`src/rtl/shift_pkg.sv`:
```
// Shared constants, operation encodings and helpers for the pipelined
// barrel shifter.
package shift_pkg;

    localparam int DATA_W  = 32;
    localparam int SHAMT_W = 5;
    // Shift-amount bits resolved by the second (fine) stage: 4, 2 and 1.
    localparam int FINE_W  = 3;

    typedef enum logic [1:0] {
        OP_SRL = 2'b00,
        OP_SLL = 2'b01,
        OP_SRA = 2'b10,
        OP_RSV = 2'b11
    } shift_op_e;

    // Everything the fine stage needs to finish a beat.
    typedef struct packed {
        logic [DATA_W-1:0] data;
        logic [FINE_W-1:0] shamt_lo;
        logic              sll;
        logic              fill;
    } s1_reg_t;

    // Left shifts reuse the right-shift network by mirroring the word
    // before and after the shift.
    function automatic logic [DATA_W-1:0] bit_reverse(input logic [DATA_W-1:0] d);
        logic [DATA_W-1:0] r;
        for (int i = 0; i < DATA_W; i++) begin
            r[i] = d[DATA_W-1-i];
        end
        return r;
    endfunction

endpackage

```
`src/rtl/shift_pipe2_if.sv`:
```
// Operand/result handshake bundle between the EX operand register, the
// shifter and the ALU result mux.
interface shift_pipe2_if;
    import shift_pkg::*;

    logic                in_valid;
    logic                in_ready;
    logic [DATA_W-1:0]   data_in;
    logic [SHAMT_W-1:0]  shamt;
    logic [1:0]          op;
    logic                out_valid;
    logic                out_ready;
    logic [DATA_W-1:0]   data_out;

    // Producer of operands and consumer of results.
    modport master (
        output in_valid,
        output data_in,
        output shamt,
        output op,
        output out_ready,
        input  in_ready,
        input  out_valid,
        input  data_out
    );

    // The shifter itself.
    modport slave (
        input  in_valid,
        input  data_in,
        input  shamt,
        input  op,
        input  out_ready,
        output in_ready,
        output out_valid,
        output data_out
    );

endinterface

```
`src/rtl/shift_stage_n.sv`:
```
// One fixed-distance logical/arithmetic right-shift stage. When selected,
// the word moves right by N and the vacated top bits take the fill value.
module shift_stage_n
    import shift_pkg::*;
#(
    parameter int N = 1
) (
    input  logic [DATA_W-1:0] data,
    input  logic              sel,
    input  logic              fill,
    output logic [DATA_W-1:0] result
);

    // Shift by N or pass through.
    always_comb begin
        result = data;
        if (sel) begin
            result = {{N{fill}}, data[DATA_W-1:N]};
        end
    end

endmodule

```
`src/rtl/shift_pipe2.sv`:
```
// Two-stage pipelined 32-bit barrel shifter (SRL, SLL, SRA). Stage 1
// resolves the 16- and 8-bit distances, stage 2 the 4-, 2- and 1-bit
// distances. A valid/ready handshake lets EX stalls back up through both
// stages without losing or duplicating a beat.
module shift_pipe2
    import shift_pkg::*;
(
    input  logic           clk,
    input  logic           rst_n,
    shift_pipe2_if.slave   bus
);

    logic               s1_valid;
    s1_reg_t            s1_q;
    s1_reg_t            s1_d;
    logic               s2_valid;
    logic [DATA_W-1:0]  s2_data;

    logic               s1_en;
    logic               s2_en;

    logic               in_sll;
    logic               in_fill;
    logic [DATA_W-1:0]  pre;
    logic [DATA_W-1:0]  after16;
    logic [DATA_W-1:0]  after8;
    logic [DATA_W-1:0]  after4;
    logic [DATA_W-1:0]  after2;
    logic [DATA_W-1:0]  after1;
    logic [DATA_W-1:0]  s2_result;

    // Stage enables: a stage may load when it is empty or its contents move
    // on this cycle. in_ready never looks at in_valid.
    always_comb begin
        s2_en = !s2_valid || bus.out_ready;
        s1_en = !s1_valid || s2_en;
    end

    assign bus.in_ready  = s1_en;
    assign bus.out_valid = s2_valid;
    assign bus.data_out  = s2_data;

    // Input decode: SLL runs on the mirrored word with zero fill; SRA fills
    // with the sign bit; SRL and the reserved code fill with zero.
    always_comb begin
        in_sll  = (bus.op == OP_SLL);
        in_fill = (bus.op == OP_SRA) ? bus.data_in[DATA_W-1] : 1'b0;
        pre     = in_sll ? bit_reverse(bus.data_in) : bus.data_in;
    end

    shift_stage_n #(.N(16)) u_stage16 (
        .data   (pre),
        .sel    (bus.shamt[4]),
        .fill   (in_fill),
        .result (after16)
    );

    shift_stage_n #(.N(8)) u_stage8 (
        .data   (after16),
        .sel    (bus.shamt[3]),
        .fill   (in_fill),
        .result (after8)
    );

    // Collect the coarse partial result and what the fine stage still needs.
    always_comb begin
        s1_d          = '0;
        s1_d.data     = after8;
        s1_d.shamt_lo = bus.shamt[FINE_W-1:0];
        s1_d.sll      = in_sll;
        s1_d.fill     = in_fill;
    end

    // Stage 1 register; a bubble clears s1_valid but may leave stale data.
    always_ff @(posedge clk or negedge rst_n) begin
        if (!rst_n) begin
            s1_q     <= '0;
            s1_valid <= 1'b0;
        end else if (s1_en) begin
            s1_q     <= s1_d;
            s1_valid <= bus.in_valid;
        end
    end

    shift_stage_n #(.N(4)) u_stage4 (
        .data   (s1_q.data),
        .sel    (s1_q.shamt_lo[2]),
        .fill   (s1_q.fill),
        .result (after4)
    );

    shift_stage_n #(.N(2)) u_stage2 (
        .data   (after4),
        .sel    (s1_q.shamt_lo[1]),
        .fill   (s1_q.fill),
        .result (after2)
    );

    shift_stage_n #(.N(1)) u_stage1 (
        .data   (after2),
        .sel    (s1_q.shamt_lo[0]),
        .fill   (s1_q.fill),
        .result (after1)
    );

    // Undo the input mirroring for left shifts.
    always_comb begin
        s2_result = s1_q.sll ? bit_reverse(after1) : after1;
    end

    // Output register; holds while the consumer stalls.
    always_ff @(posedge clk or negedge rst_n) begin
        if (!rst_n) begin
            s2_data  <= '0;
            s2_valid <= 1'b0;
        end else if (s2_en) begin
            s2_data  <= s2_result;
            s2_valid <= s1_valid;
        end
    end

endmodule

```
`src/flat_wrapper.sv`:
```
// flat-port wrapper written by rule: the top's interface ports become plain ports
module shift_pipe2_flat import shift_pkg::*;
  (clk, rst_n, bus_in_valid, bus_data_in, bus_shamt, bus_op, bus_out_ready, bus_in_ready, bus_out_valid, bus_data_out);
  shift_pipe2_if bus_i ();
  input  logic clk;
  input  logic rst_n;
  input wire logic [$bits(bus_i.in_valid)-1:0] bus_in_valid;
  input wire logic [$bits(bus_i.data_in)-1:0] bus_data_in;
  input wire logic [$bits(bus_i.shamt)-1:0] bus_shamt;
  input wire logic [$bits(bus_i.op)-1:0] bus_op;
  input wire logic [$bits(bus_i.out_ready)-1:0] bus_out_ready;
  output wire logic [$bits(bus_i.in_ready)-1:0] bus_in_ready;
  output wire logic [$bits(bus_i.out_valid)-1:0] bus_out_valid;
  output wire logic [$bits(bus_i.data_out)-1:0] bus_data_out;
  assign bus_i.in_valid = bus_in_valid;
  assign bus_i.data_in = bus_data_in;
  assign bus_i.shamt = bus_shamt;
  assign bus_i.op = bus_op;
  assign bus_i.out_ready = bus_out_ready;
  assign bus_in_ready = bus_i.in_ready;
  assign bus_out_valid = bus_i.out_valid;
  assign bus_data_out = bus_i.data_out;
  shift_pipe2 u_core (.clk(clk), .rst_n(rst_n), .bus(bus_i));
endmodule
```
`config.mk`:
```
export PLATFORM = sky130hd
export DESIGN_NAME = shift_pipe2_flat
export DESIGN_NICKNAME = d
export VERILOG_FILES = /design/src/rtl/shift_pkg.sv /design/src/rtl/shift_pipe2_if.sv /design/src/rtl/shift_stage_n.sv /design/src/rtl/shift_pipe2.sv /design/src/flat_wrapper.sv
export SDC_FILE = /design/constraint.sdc
export NUM_CORES = 1
export LEC_CHECK = 0
export CORE_MARGIN = 2
export CORE_UTILIZATION = 35
export DETAILED_ROUTE_END_ITERATION = 10
export PLACE_DENSITY = 0.61
export SYNTH_ARGS = -nofsm -noshare
export SYNTH_HDL_FRONTEND = slang
export SYNTH_SLANG_ARGS = --single-unit
```
`constraint.sdc`:
```
create_clock -name clk -period 2.4 [get_ports clk]
set_clock_uncertainty 0.1 [all_clocks]
set_input_delay 0.36 -clock clk [delete_from_list [all_inputs] [get_ports clk]]
set_output_delay 0.36 -clock clk [all_outputs]
set_load 0.02 [all_outputs]
```
==> metrics.md <==
| Metric | Value |
|---|---|
| Status | completed |
| Drt drc | 0 |
| Initial Util | 35.5% |
| Worst path bufs/invs | 3 |
| Pwr Density | 752 nW/um2 |
| Most frequent cell on the critical path | clkdlybuf4s50_1 |
| Inserted Diodes | 0 |
| Part of the power in registers | 35.6% |
| Max Fanout on Critical Path | 4 |
| Drt pass-1 iters | 4 |
| Synth unique cells | 37 |
| Final ANT Viol Nets | 0 |
| Vias | 3910 |
| Gr usage total | 17.6% |
| CTS HTree Levels | 3 |
| Max-cap violations | 0 |
| YS warnings | 0 |
| Critical Path RT | 1.94 ns |
| Synthesized flop and latch total | 71 |
| Placed insts | 685 |
| Clk pwr share | 25.6% |
| Max stage delay on crit path | 0.60 ns |
| P_leak | 0.00244 uW |
| Global placement routability congestion | 0.821 |
| Arr. time, crit path | 1.77 ns |
| Die H | 122 um |
| Async S/R FF share, synth | 100% |
| Avg Synthesized Cell Area | 11.0 um2 |
| Clock insertion delay at the later pin of the skew report | 0.33 ns |
| Nets@finish | 559 |
| Largest net degree at the start of global routing | 45 |
| RSZ-0062 raised after global routing | false |
| Initial DRC Count | 307 |
| CTS sink cnt | 71 |
| Fin. Hold Viols | 0 |
| Minimum clock period | 2.23 ns |
| CTS tree | done |
| Slew HR | 46.9% |
| Post-CTS Resized | 0 |
| IO buf count | 76 |
| Switch share | 32.7% |
| Number of buffers created by CTS | 9 |
| Combinational Power Share | 38.8% |
| Synth-to-layout area growth | 26.7% |
| Fin Setup TNS | 0 ns |
| CP Launch Type | input pin |
| Slowest CP cell | clkdlybuf4s50_1 |
| CP Cell Sequence | clkdlybuf4s50_1, and3b_1, inv_2, clkdlybuf4s50_1 |
| Crit path max-delay family | buffers and inverters |
| Internal power | 3140 uW |
| Seq/Total Area, Yosys | 36.3% |
| Clock-pin slew on the worst setup and hold paths | 0.05 ns |
| Setup-failing EPs final | 0 |
| Most frequent cells in the layout | 75 x clkdlybuf4s50_1, 71 x dfrtp_1, 57 x nand2_1 |
| Non-filler cells, final | 699 |
| Ratio of cells with drive above 1 in the final layout | 22.5% |
| CP Class | in -> out |
| Psw | 1520 uW |
| EDFF count, synth | 0 |
| Crit. End Element | output pin |
| First-pass GRT wire length | 20600 um |
| Root Driver | clkbuf_16 |
| Netlist area before placement | 4890 um2 |
| Most common cell after layout, fill and taps aside | clkdlybuf4s50_1 |
| Flop-to-flop setup slack | 0.29 ns |
| Post-Route WL | 12300 um |
| Core Box Area | 13800 um2 |
| Die area | 14900 um2 |
| Worst slew pin tran | 0.797 ns |
| HP Class | in -> async |
| Hpwl dp | 9800 um |
| Syn Nets | 490 |
| Top_reg_cell synth | dfrtp_1 |
| Congestion Overflow GR | 0 |
| Worst-case clock buffer depth | 2 |
| Post CTS Setup Buffer Count | 0 |
| Final worst-path cycle share | 92.7% |
| Vias in the first global route | 3845 |
| Ports | 77 |
| Highest clock rate | 449 MHz |
| Slew Limit Fails | 0 |
| Maximum VDD drop | 0.386 mV |
| Mapped Cells | 447 |
| DR WL/cell | 17.6 um |
| Hold buffers post-CTS | 0 |
| Initial antenna violation count | 0 |
| Routed vias/inst | 5.59 |
| Rows | 43 |
| DIE WIDTH | 122 um |
==> synth_stat cells, drive strengths merged (2+ instances only) <==
master,instances,share of area [%]
a221o,5,1.0
a21oi,3,0.31
clkbuf,20,1.5
o22ai,25,3.2
mux2,42,9.8
buf,20,2.5
mux2i,12,2.5
a211oi,8,1.2
nand2,57,4.4
nand3,2,0.20
o22a,7,1.3
o21ai,15,1.5
o211ai,15,2.3
and2,2,0.26
nor2b,5,0.64
mux4,47,22
dfrtp,71,36
inv,5,0.38
a22oi,11,1.7
a211o,7,1.3
o221ai,2,0.36
nor2,54,4.1
nand2b,5,0.64
==> worst paths after layout <==
path / end / cells after the start / start
max in group asynchronous: u_core.s1_q[29] / 2 / rst_n
min in group clk: u_core.bus.out_valid / 1 / u_core.s1_valid
worst max-delay path: bus_in_ready / 4 / bus_out_ready
worst min-delay path: u_core.bus.data_out[3] / 1 / rst_n
worst min register to register: u_core.bus.out_valid / 1 / u_core.s1_valid
worst max register to register: u_core.bus.data_out[14] / 6 / u_core.s1_q[2]
==> per-layer routing <==
| layer | wire length [um] | track usage (%) | part of all wire [%] |
|---|---|---|---|
| met4 | 214 | 6.90 | 1.7 |
| met3 | 613 | 2.65 | 5.0 |
| met1 | 5880 | 25.5 | 48 |
| met5 | 0 | 0 | 0 |
| met2 | 5620 | 26.7 | 46 |
==> final cells by class <==
| class | count | area [um2] |
|---|---|---|
| clock buffers | 13 | 260 |
| clock inverters | 1 | 5.00 |
| fillers | 1332 | 7570 |
| inverters | 6 | 22.5 |
| multi-input cells | 330 | 2910 |
| flip-flops and latches | 71 | 1780 |
| well taps | 180 | 225 |
| repair buffers | 98 | 1010 |
==> power groups by stage <==
stage	Combinational (uW)	Clock [uW]	Sequential [uW]
6_report	1810	1200	1660
5_1_grt	1960	1280	1690
4_1_cts	1820	1230	1660
3_5_place_dp	1810	0	1680
3_3_place_gp	1800	0	1670
2_1_floorplan	964	0	1810
==> per-stage QoR <==
stage | worst slack (ns) | util (%) | power (uW) | hold slack, ns | area [um2]
global placement | 0.146 | 43.1 | 3460 | 0.343 | 5940
detailed placement | 0.0809 | 43.1 | 3500 | 0.344 | 5940
finish | 0.175 | 45.0 | 4660 | 0.0206 | 6200
global route | 0.137 | 45.0 | 4940 | 0.0888 | 6200
CTS | 0.167 | 45.0 | 4710 | 0.0442 | 6200
floorplan | 0.534 | - | 2770 | -0.0356 | 4890
==> sequential cells by signal (all words and copies together), names as in the netlist <==
register,flops
u_core.s1_valid,1
u_core.bus.data_out,32
u_core.s1_q,37
u_core.bus.out_valid,1
==> cell families (layout without fill, tap and decap cells) <==
group           after synthesis  in the layout  share of synthesized area (%)
simple gates                129            129                           10.8
buf+inv                      46            118                           4.50
mux                         101            101                           33.9
compound gates              100            100                           14.5
flops                        71             71                           36.3
No activity file was read; power rests on OpenSTA's default activity.
